[config.mk]
export PLATFORM = sky130hd
export DESIGN_NAME = char_event_counter_flat
export DESIGN_NICKNAME = d
export VERILOG_FILES = /design/src/rtl/char_event_counter_if.sv /design/src/rtl/char_event_counter.sv /design/src/flat_wrapper.sv
export SDC_FILE = /design/constraint.sdc
export NUM_CORES = 1
export LEC_CHECK = 0
export ABC_AREA = 1
export CAP_MARGIN = 20
export CORE_UTILIZATION = 52
export CTS_CLUSTER_DIAMETER = 60
export DETAILED_ROUTE_END_ITERATION = 7
export GPL_ROUTABILITY_DRIVEN = 0
export HOLD_SLACK_MARGIN = 0.03
export PLACE_DENSITY = 0.84
export SLEW_MARGIN = 20
export SYNTH_ARGS = -nofsm -noshare
export SYNTH_HDL_FRONTEND = slang
export SYNTH_SLANG_ARGS = --single-unit
[constraint.sdc]
create_clock -name clk -period 1.95 [get_ports clk]
set_clock_uncertainty 0.15 [all_clocks]
set_input_delay 0.39 -clock clk [delete_from_list [all_inputs] [get_ports clk]]
set_output_delay 0.39 -clock clk [all_outputs]
set_load 0.02 [all_outputs]
[src/rtl/char_event_counter_if.sv]
// char_event_counter_if
//   Groups the byte-in strobe, the live counter/event outputs and the TX
//   valid/ready stream of char_event_counter.
//   master : the environment (drives din/en/tx_ready, observes the rest)
//   slave  : the counter block itself
//   din/en        received byte and its one-cycle strobe
//   cnt/ovf       live counts (channel k at [k]) and sticky wrap/clamp flags
//   cnt_ready     pulse after an inc/dec, cnt_ch = channel of that event
//   led_rst       pulse after a clear
//   tx_data/tx_valid/tx_ready  report byte stream
//   busy          report in progress
interface char_event_counter_if #(
  parameter int NUM_CH = 4,
  parameter int CNT_W  = 8
);
  localparam int CH_W = (NUM_CH > 1) ? $clog2(NUM_CH) : 1;

  logic [7:0]                   din;
  logic                         en;
  logic [NUM_CH-1:0][CNT_W-1:0] cnt;
  logic [NUM_CH-1:0]            ovf;
  logic                         cnt_ready;
  logic [CH_W-1:0]              cnt_ch;
  logic                         led_rst;
  logic [7:0]                   tx_data;
  logic                         tx_valid;
  logic                         tx_ready;
  logic                         busy;

  modport master (
    output din, en, tx_ready,
    input  cnt, ovf, cnt_ready, cnt_ch, led_rst, tx_data, tx_valid, busy
  );

  modport slave (
    input  din, en, tx_ready,
    output cnt, ovf, cnt_ready, cnt_ch, led_rst, tx_data, tx_valid, busy
  );
endinterface

[src/rtl/char_event_counter.sv]
// char_event_counter
//   Decodes bytes from the UART RX path into per-channel inc/dec/clear events
//   on NUM_CH counters, and on RPT_CHAR streams a hex snapshot of all counts
//   ("HH,HH,...,HH\n") through a valid/ready TX handshake.
//   clk  : system clock, rising edge
//   rst  : synchronous, active-high reset
//   bus  : char_event_counter_if.slave (byte input, counts, events, TX stream)
//
// char_event_lane holds one channel counter; the top instantiates NUM_CH of
// them and owns the command decode and the report FSM.

module char_event_lane #(
  parameter int CNT_W    = 8,
  parameter bit SATURATE = 1'b0
) (
  input  logic             clk,
  input  logic             rst,
  input  logic             inc,
  input  logic             dec,
  input  logic             clr,
  output logic [CNT_W-1:0] cnt,
  output logic             ovf
);
  localparam logic [CNT_W-1:0] MAX = '1;

  always_ff @(posedge clk) begin
    if (rst || clr) begin
      cnt <= '0;
      ovf <= 1'b0;
    end else if (inc) begin
      if (cnt == MAX) begin
        ovf <= 1'b1;
        if (!SATURATE) cnt <= '0;       // saturate mode simply holds
      end else begin
        cnt <= cnt + CNT_W'(1);
      end
    end else if (dec) begin
      if (cnt == '0) begin
        ovf <= 1'b1;
        if (!SATURATE) cnt <= MAX;
      end else begin
        cnt <= cnt - CNT_W'(1);
      end
    end
  end
endmodule

module char_event_counter #(
  parameter int         NUM_CH   = 4,
  parameter int         CNT_W    = 8,
  parameter bit         SATURATE = 1'b0,
  parameter logic [7:0] CLR_CHAR = "@",
  parameter logic [7:0] RPT_CHAR = "?"
) (
  input  logic                 clk,
  input  logic                 rst,
  char_event_counter_if.slave  bus
);
  localparam int CH_W = (NUM_CH > 1) ? $clog2(NUM_CH) : 1;
  localparam int D    = (CNT_W + 3) / 4;   // hex digits per channel
  localparam int PW   = 4 * D;             // nibble-padded width
  localparam int DW   = (D > 1) ? $clog2(D) : 1;

  typedef enum logic [1:0] {IDLE, DIGIT, SEP, EOL} state_t;

  // ---------------- command decode ----------------
  logic                         clr_hit, rpt_hit, ev_hit;
  logic [NUM_CH-1:0]            inc_hit, dec_hit;
  logic [CH_W-1:0]              ev_ch;
  logic [NUM_CH-1:0][CNT_W-1:0] cnt_live;
  logic [NUM_CH-1:0]            ovf_live;

  always_comb begin
    clr_hit = bus.en && (bus.din == CLR_CHAR);
    rpt_hit = bus.en && (bus.din == RPT_CHAR);
    inc_hit = '0;
    dec_hit = '0;
    ev_ch   = '0;
    for (int k = 0; k < NUM_CH; k++) begin
      inc_hit[k] = bus.en && (bus.din == 8'(8'h61 + k));
      dec_hit[k] = bus.en && (bus.din == 8'(8'h41 + k));
      if (inc_hit[k] || dec_hit[k]) ev_ch = CH_W'(k);
    end
    // clear takes priority should CLR_CHAR ever alias a channel letter
    ev_hit = (|(inc_hit | dec_hit)) && !clr_hit;
  end

  for (genvar k = 0; k < NUM_CH; k++) begin : g_lane
    char_event_lane #(.CNT_W(CNT_W), .SATURATE(SATURATE)) u_lane (
      .clk (clk),
      .rst (rst),
      .inc (inc_hit[k]),
      .dec (dec_hit[k]),
      .clr (clr_hit),
      .cnt (cnt_live[k]),
      .ovf (ovf_live[k])
    );
  end

  assign bus.cnt = cnt_live;
  assign bus.ovf = ovf_live;

  always_ff @(posedge clk) begin
    if (rst) begin
      bus.cnt_ready <= 1'b0;
      bus.cnt_ch    <= '0;
      bus.led_rst   <= 1'b0;
    end else begin
      bus.cnt_ready <= ev_hit;
      bus.led_rst   <= clr_hit;
      if (ev_hit) bus.cnt_ch <= ev_ch;
    end
  end

  // ---------------- report FSM ----------------
  function automatic logic [7:0] hex_char(input logic [3:0] n);
    return (n < 4'd10) ? (8'h30 + {4'h0, n}) : (8'h37 + {4'h0, n});
  endfunction

  // nibble i (0 = least significant) of a zero-padded count
  function automatic logic [3:0] nib(input logic [CNT_W-1:0] v, input logic [DW-1:0] i);
    logic [PW-1:0] p;
    p = PW'(v) >> {i, 2'b00};
    return p[3:0];
  endfunction

  state_t                       state;
  logic [NUM_CH-1:0][CNT_W-1:0] shadow;
  logic [CH_W-1:0]              ch_idx, ch_nxt;
  logic [DW-1:0]                dig_idx;

  assign ch_nxt = ch_idx + CH_W'(1);

  // tx_valid is high in every non-IDLE state, so tx_ready alone marks a
  // handshake there; the next byte is loaded on that same edge.
  always_ff @(posedge clk) begin
    if (rst) begin
      state        <= IDLE;
      shadow       <= '0;
      ch_idx       <= '0;
      dig_idx      <= '0;
      bus.tx_data  <= 8'h00;
      bus.tx_valid <= 1'b0;
      bus.busy     <= 1'b0;
    end else begin
      case (state)
        IDLE: if (rpt_hit) begin
          shadow       <= cnt_live;
          ch_idx       <= '0;
          dig_idx      <= DW'(D - 1);
          bus.tx_data  <= hex_char(nib(cnt_live[0], DW'(D - 1)));
          bus.tx_valid <= 1'b1;
          bus.busy     <= 1'b1;
          state        <= DIGIT;
        end
        DIGIT: if (bus.tx_ready) begin
          if (dig_idx != '0) begin
            dig_idx     <= dig_idx - DW'(1);
            bus.tx_data <= hex_char(nib(shadow[ch_idx], dig_idx - DW'(1)));
          end else if (ch_idx != CH_W'(NUM_CH - 1)) begin
            bus.tx_data <= 8'h2C;   // ","
            state       <= SEP;
          end else begin
            bus.tx_data <= 8'h0A;   // "\n"
            state       <= EOL;
          end
        end
        SEP: if (bus.tx_ready) begin
          ch_idx      <= ch_nxt;
          dig_idx     <= DW'(D - 1);
          bus.tx_data <= hex_char(nib(shadow[ch_nxt], DW'(D - 1)));
          state       <= DIGIT;
        end
        EOL: if (bus.tx_ready) begin
          bus.tx_valid <= 1'b0;
          bus.busy     <= 1'b0;
          state        <= IDLE;
        end
        default: state <= IDLE;
      endcase
    end
  end
endmodule
[src/flat_wrapper.sv]
// flat-port wrapper written by rule: the top's interface ports become plain ports
module char_event_counter_flat 
#(
  parameter int         NUM_CH   = 4,
  parameter int         CNT_W    = 8,
  parameter bit         SATURATE = 1'b0,
  parameter logic [7:0] CLR_CHAR = " ",
  parameter logic [7:0] RPT_CHAR = " "
)
  (clk, rst, bus_din, bus_en, bus_tx_ready, bus_cnt, bus_ovf, bus_cnt_ready, bus_cnt_ch, bus_led_rst, bus_tx_data, bus_tx_valid, bus_busy);
  char_event_counter_if #(.NUM_CH(NUM_CH), .CNT_W(CNT_W)) bus_i ();
  input  logic clk;
  input  logic rst;
  input wire logic [$bits(bus_i.din)-1:0] bus_din;
  input wire logic [$bits(bus_i.en)-1:0] bus_en;
  input wire logic [$bits(bus_i.tx_ready)-1:0] bus_tx_ready;
  output wire logic [$bits(bus_i.cnt)-1:0] bus_cnt;
  output wire logic [$bits(bus_i.ovf)-1:0] bus_ovf;
  output wire logic [$bits(bus_i.cnt_ready)-1:0] bus_cnt_ready;
  output wire logic [$bits(bus_i.cnt_ch)-1:0] bus_cnt_ch;
  output wire logic [$bits(bus_i.led_rst)-1:0] bus_led_rst;
  output wire logic [$bits(bus_i.tx_data)-1:0] bus_tx_data;
  output wire logic [$bits(bus_i.tx_valid)-1:0] bus_tx_valid;
  output wire logic [$bits(bus_i.busy)-1:0] bus_busy;
  assign bus_i.din = bus_din;
  assign bus_i.en = bus_en;
  assign bus_i.tx_ready = bus_tx_ready;
  assign bus_cnt = bus_i.cnt;
  assign bus_ovf = bus_i.ovf;
  assign bus_cnt_ready = bus_i.cnt_ready;
  assign bus_cnt_ch = bus_i.cnt_ch;
  assign bus_led_rst = bus_i.led_rst;
  assign bus_tx_data = bus_i.tx_data;
  assign bus_tx_valid = bus_i.tx_valid;
  assign bus_busy = bus_i.busy;
  char_event_counter #(.NUM_CH(NUM_CH), .CNT_W(CNT_W), .SATURATE(SATURATE), .CLR_CHAR(CLR_CHAR), .RPT_CHAR(RPT_CHAR)) u_core (.clk(clk), .rst(rst), .bus(bus_i));
endmodule
=== After elaboration in Yosys (flattened, before gate mapping) ===
Cells that the tools add are included.

* Register bits: 86
* Output and inout port bits: 50
* Word-level logic and storage cells: 175

* Shift operators: 1
* Equal/unequal tests: 26
* Bitwise gates (word level): 1
* Reductions and logical operators: 41
* Order comparisons: 5
* Add/subtract/negate cells: 16
* Muxes and demuxes: 65

{| class="wikitable"
|+ Operator list
! operator !! number
|-
| two-way mux 8 bit || 25
|-
| == test 8 x 7 -> 1 bit, second input constant || 8
|-
| adder 6 x 4 -> 7 bit, first input constant || 6
|-
| adder 8 x 1 -> 8 bit, second input constant || 4
|-
| binary-select mux 8 bit (select 2 bit) || 2
|-
| == test 8 bit, second input constant || 4
|-
| logical NOT 8 bit || 4
|-
| subtractor 8 x 1 -> 8 bit, second input constant || 4
|-
| one-hot mux 8 bit (3 select lines) || 1
|-
| two-way mux 1 bit || 23
|-
| nonzero test 2 bit || 10
|-
| two-way mux 2 bit || 9
|-
| AND reduction 3 bit || 6
|-
| < comparator 4 bit, second input constant || 3
|-
| != test 2 bit, second input constant || 6
|-
| logical AND 1 bit || 10
|-
| == test 8 x 6 -> 1 bit, second input constant || 1
|-
| != test 2 x 1 -> 1 bit, second input constant || 4
|-
| one-hot mux 2 bit (4 select lines) || 1
|-
| right shift 8 x 3 -> 4 bit || 1
|-
| < comparator 2 x 3 -> 1 bit, second input constant || 2
|-
| two-way mux 6 bit || 1
|-
| AND reduction 5 bit || 1
|-
| == test 2 bit, second input constant || 2
|-
| other kinds (14) || 17
|}

=== Logic depth before layout (Yosys ltp) ===
* Depth after elaboration: 8
* Gate-level depth with buffers: 16
* Gate-level depth less buffers: 15

=== Cells and area by module ===
From an unflattened synthesis, not the netlist that was laid out.

* Cells, all modules: 934
* Area, all modules: 5,950.7 µm²

{| class="wikitable"
|+ By module, submodules not included
! module !! cells an instance !! instances !! sequential area each (µm²) !! area each (µm²)
|-
| char_event_lane || 122 || 4 || 180.2 || 759.5
|-
| char_event_counter || 446 || 1 || 980.9 || 2,912.8
|}

=== Least setup slack after synthesis ===
Ideal clock, no wire load.

* Path kind: reg2reg
* Start point: register u_core.ch_idx[0]
* End point: register u_core.bus.tx_data[6]
* Clock period less this slack: 1.914 ns
* Required time: 1.730 ns
* Arrival time: 1.694 ns
* Cell stages (with the launch flop): 15
* Slack: 0.036 ns
* Cells stage by stage: dfxtp_1 inv_2 buf_2 a21oi_1 o21ai_0 nand2_1 inv_1 o21ai_0 inv_1 ha_1 a21oi_1 nand2_1 o21ai_0 nand2_1 a21oi_1

* Cells in the longest elaborated chain, start to end: 8
* Elaborated cells between the ends (all ways): 18
* Those cells by class: add/sub (5); order compare (2); shift (1); mux (10)

{| class="wikitable"
|+ Ends and longest elaborated chain
! element !! line !! text
|-
| start, declared || char_event_counter.sv:129 || <nowiki>logic [CH_W-1:0] ch_idx, ch_nxt;</nowiki>
|-
| start signal, assigned || char_event_counter.sv:169 || <nowiki>ch_idx <= ch_nxt;</nowiki>
|-
| binary-select mux 8 bit (select 2 bit) || char_event_counter.sv:159 || <nowiki>bus.tx_data <= hex_char(nib(shadow[ch_idx], dig_idx - DW'(1)));</nowiki>
|-
| two-way mux 8 bit (not written as such) || char_event_counter.sv:159 ||
|-
| right shift 8 x 3 -> 4 bit || char_event_counter.sv:123 || <nowiki>p = PW'(v) >> {i, 2'b00};</nowiki>
|-
| adder 6 x 4 -> 7 bit / < comparator 4 bit (equally long branches) || char_event_counter.sv:117 || <nowiki>return (n < 4'd10) ? (8'h30 + {4'h0, n}) : (8'h37 + {4'h0, n});</nowiki>
|-
| two-way mux 8 bit || char_event_counter.sv:117 ||
|-
| two-way mux 8 bit || char_event_counter.sv:157 || <nowiki>if (dig_idx != '0) begin</nowiki>
|-
| two-way mux 8 bit || char_event_counter.sv:156 || <nowiki>DIGIT: if (bus.tx_ready) begin</nowiki>
|-
| one-hot mux 8 bit (3 select lines) * || char_event_counter.sv:146 || <nowiki>case (state)</nowiki>
|-
| end signal, assigned || char_event_counter.sv:151 || <nowiki>bus.tx_data <= hex_char(nib(cnt_live[0], DW'(D - 1)));</nowiki>
|-
| end signal, assigned || char_event_counter.sv:159 ||
|-
| end signal, assigned || char_event_counter.sv:171 || <nowiki>bus.tx_data <= hex_char(nib(shadow[ch_nxt], DW'(D - 1)));</nowiki>
|-
| end, declared || char_event_counter_if.sv:37 || <nowiki>output cnt, ovf, cnt_ready, cnt_ch, led_rst, tx_data, tx_valid, busy</nowiki>
|}

Mark *: on every way between the ends. The rest lies on a longest branch, timed or not. The select of a mux whose other input is x is not followed.
A chain may end at the register's enable or synchronous reset.

=== Worst setup path in the final report ===
Same ends and word-level chain as after synthesis.

==> impl_metrics.py <==
metrics = {
    "placed_design": {
        "place_inst": 1052,
        "detailedPlace.worstSlack_ps": -517,
        "placedInstanceArea_mm2": 0.00674,
        "buffer_ports.inserted": 60,
        "dpl.hpwl_um": 11100,
    },
    "critical_path": {
        "worst_path_dominant_cell_family": "compound AO/OA/AOI/OAI gates",
        "crit_path_end": "u_core.bus.tx_data[6]$_SDFFE_PP0P_",
        "cp.arrival_ps": 2290,
        "cp_slowest_stage_delay_ps": 390,
        "critPathMostFrequentCell": "nand2_1",
        "ff2ff_path_depth": 13,
        "criticalPathCategory": "flip-flop to flip-flop",
        "reg2reg_setup_slack_ps": -170,
        "cp_num_cells": 13,
        "critPathBufInv": 2,
        "critical_path_required_ps": 2120,
        "timing.critical_path.from": "u_core.ch_idx[0]$_SDFFE_PP0P_",
        "critPathCaptureType": "flip-flop",
        "critical_path.reg2reg.endpoint": "u_core.bus.tx_data[6]$_SDFFE_PP0P_",
        "critical_path.startpoint_type": "flip-flop",
        "crit_path_cell_trace": "buf_8 > a21oi_1 > o21ai_0 > nand2_1 > nand2_1 > o21ai_4 > inv_2 > ha_4 > a21oi_2 > nand2_1 > o21ai_1 > nand2_1 > a21oi_2",
        "crit_path_max_fanout": 6,
        "startpoint_of_the_worst_register_to_register_path": "u_core.ch_idx[0]$_SDFFE_PP0P_",
        "slowest_stage": "dfxtp_4",
    },
    "grt": {
        "grt_usage_pct": 29.4,
        "first_global_vias": 5654,
        "grt_pass1_wl_um": 26000,
        "grt-ovfl-total": 0,
        "grt_max_degree": 42,
        "initial_antenna_violation_count": 0,
    },
    "layout": {
        "antennaDiodeCount": 0,
        "finish.instance_area_mm2": 0.00756,
        "final_net_count": 992,
        "post-route-util_pct": 73.9,
        "post_route_cells_drive_above_1_share_pct": 26.1,
        "flow.area_growth_from_synthesis_pct": 38.7,
        "final_cells": 1098,
        "fillCellCount": 739,
    },
    "routing": {
        "drc_marker_count_from_the_first_detailed_route_iteration": 513,
        "routed_via_count_divided_by_cell_count": 5.71,
        "dr_total_vias": 6275,
        "post-route-drc-count": 0,
        "wl_per_cell_um": 16.1,
        "detail-route-antenna-nets": 0,
        "wire_length_after_detailed_routing_um": 17700,
        "drt_first_pass_iters": 6,
    },
    "floorplan": {
        "core_area_mm2": 0.0102,
        "chipWidth_um": 104,
        "initial_core_util_pct": 53.3,
        "fp-row-count": 37,
        "die_y_um": 104,
        "io-pin-count": 62,
        "fp.dieArea_mm2": 0.0109,
    },
    "logic_synthesis": {
        "syn_area_per_cell_um2": 6.79,
        "postSynthNetCount": 837,
        "synth_area_leader_cell": "dfxtp_1",
        "mappedNetlistArea_mm2": 0.00545,
        "flop_and_latch_count_out_of_synthesis": 85,
        "synth.distinct_cells": 45,
        "yosysTopAreaCellShare_pct": 31.2,
        "synth.area.top_cells": "dfxtp_1 31%, o21ai_0 9.5%, a21oi_1 8.4%, nand2_1 8.1%, inv_1 7.9%",
        "synth_cells": 803,
        "seq_area_frac_synth_pct": 31.2,
        "total_of_warnings_raised_by_yosys": 0,
    },
    "sta": {
        "report.final.hold_viol_count": 0,
        "final_critical_path_setup_slack_ps": -169,
        "post-route-period-util_pct": 109,
        "drv_slew": 0,
        "period_minus_slack_ps": 2120,
        "finalSetupTns_ps": -600,
        "report.final.setup_viol": 6,
        "setup_repair_after_global_routing_missed_its_margin": "true",
        "max_freq_mhz": 472,
    },
    "clocking": {
        "clock-sinks": 85,
        "cts_tree": "done",
        "clk_latency_ps": 380,
        "cts-hold-fix-buffers": 0,
        "cts-root-buf": "clkbuf_8",
        "cts_inserted_buffers": 9,
        "clk_path_buf_depth": 2,
        "h-tree-depth": 3,
        "clkTransAtPathRegs_ps": 90,
    },
    "min_path": {
        "holdPathStages": 2,
        "holdCritPathClass": "flip-flop to flip-flop",
    },
    "pwr": {
        "lkg_pwr_nw": 3.56,
        "power.ir.vdd_worst_mv": 0.566,
        "power_density_mw_per_mm2": 713,
    },
    "job": {
        "drv_cap": 0,
    },
    "run_status": {
        "violated_checks": "setup timing",
        "outcome": "finished, violations left",
    },
}
worst register-to-register path, cell delays in order (launching register included):
cell,delay [ps]
dfxtp_4,390
buf_8,140
a21oi_1,170
o21ai_0,100
nand2_1,70
nand2_1,80
o21ai_4,100
inv_2,80
ha_4,170
a21oi_2,200
nand2_1,90
o21ai_1,80
nand2_1,100
a21oi_2,150
cell usage in the layout, fill, tap and decap left out, types with 4 or more instances in the layout:
master / count
nand2_1: 98
a21oi_1: 83
clkdlybuf4s50_1: 26
o21ai_0: 92
nor3_1: 7
dlygate4sd2_1: 30
inv_1: 100
nand3_1: 42
dfxtp_2: 6
a21oi_2: 7
a31oi_1: 11
xnor2_1: 6
nand2_2: 17
nand3_2: 6
dfxtp_1: 77
xor2_1: 26
buf_6: 8
nand2_4: 5
nor2_2: 8
inv_2: 16
dlymetal6s2s_1: 4
or2_2: 4
o221ai_1: 5
nor3_2: 6
buf_4: 109
nor2_4: 6
o211ai_1: 13
ha_1: 16
o21ai_2: 4
nor2_1: 45
clkbuf_8: 9
o21ai_1: 8
nor3_4: 4
nand4_1: 6
kinds of logic (layout without fill, tap and decap cells):
group	after synthesis	after routing	share of synthesized area, %
DFF	85	85	31.2
adders and majority gates	22	22	5.05
xor gates and xnor gates	32	32	5.14
and+or+nand+nor	263	263	21.9
AOI/OAI and AO/OA	241	241	24.7
other	1	1	0.0688
buffers and inverters	159	318	11.9
worst min path at each step:
stage,start,endpoint,slack (ps)
2_1_floorplan,u_core.g_lane[0].u_lane.ovf$_SDFFE_PP0P_,u_core.g_lane[0].u_lane.ovf$_SDFFE_PP0P_,290
3_3_place_gp,u_core.g_lane[2].u_lane.ovf$_SDFFE_PP0P_,u_core.g_lane[2].u_lane.ovf$_SDFFE_PP0P_,300
3_5_place_dp,u_core.bus.cnt_ch[0]$_SDFFE_PP0P_,u_core.bus.cnt_ch[0]$_SDFFE_PP0P_,320
4_1_cts,u_core.bus.tx_data[1]$_SDFFE_PP0P_,u_core.bus.tx_data[1]$_SDFFE_PP0P_,340
5_1_grt,u_core.bus.tx_data[4]$_SDFFE_PP0P_,u_core.bus.tx_data[4]$_SDFFE_PP0P_,360
6_report,u_core.bus.tx_data[4]$_SDFFE_PP0P_,u_core.bus.tx_data[4]$_SDFFE_PP0P_,340
synthesized netlist by cell type:
library cell	instances
nor2_2	7
nand2_1	118
nor3_4	2
o21ai_4	1
a22oi_1	1
a31oi_1	11
o221ai_1	5
o21ai_1	2
dfxtp_1	85
a21oi_1	91
nand3_1	49
buf_4	7
a31oi_4	1
nand4_1	6
o221a_2	1
o21ai_0	103
a21boi_0	1
o211a_1	1
inv_6	1
o31ai_1	2
o311ai_1	1
nand2_4	1
xnor2_1	6
nor4_2	1
nand3b_1	2
nand2_2	1
or2_2	5
a221oi_1	2
buf_2	12
nor2_1	52
clkbuf_1	17
o22ai_1	1
a21oi_2	1
nand3_2	2
buf_6	1
nor3_1	15
nor3b_2	2
xor2_1	26
clkinv_1	2
inv_1	115
inv_2	4
conb_1	1
a211oi_1	3
ha_1	22
o211ai_1	13
cell type report:
type	count	area [um2]	share of cell area [%]
well taps	136	170	2.25
clock inverters	5	52.6	0.695
clock buffers	10	128	1.69
repair buffers	181	1560	20.7
flip-flops and latches	85	1720	22.7
multi-input cells	559	3460	45.8
inverters	122	472	6.24
layer usage:
metal | up-vias | part of all wire (%) | track usage [%]
met1 | 2876 | 41 | 37.0
met5 | - | 0 | 0
li1 | 2970 | - | -
met3 | 87 | 6.7 | 4.45
met4 | 0 | 4.8 | 15.1
met2 | 342 | 48 | 48.5
registers in the layout, summed over array words and instances (netlist names):
name / count
u_core.state: 2
u_core.g_lane.u_lane.cnt: 32
u_core.bus.cnt_ready: 1
u_core.shadow: 32
u_core.bus.led_rst: 1
u_core.bus.tx_valid: 1
u_core.ch_idx: 2
u_core.bus.cnt_ch: 2
u_core.dig_idx: 1
u_core.bus.tx_data: 7
u_core.g_lane.u_lane.ovf: 4
metrics by stage:
stage	total power, mW	hold WS [ps]
floorplan	3.05	288
global placement	3.59	303
detailed placement	3.61	320
CTS	5.01	339
global route	5.63	362
finish	5.39	340
power by group:
part,internal [mW],switching [mW]
sequential,1.85,0.0811
combinational,0.959,1.24
clock,0.579,0.684
total,3.39,2.00
timing repair:
action                     4_1_cts  5_1_grt
setup buffers                   11       19
cloned                           0        1
pin swaps                       22       45
setup endpoints to repair       88       39
gates resized for setup         77       90
Note: power is estimated with default switching activity, not from simulation.
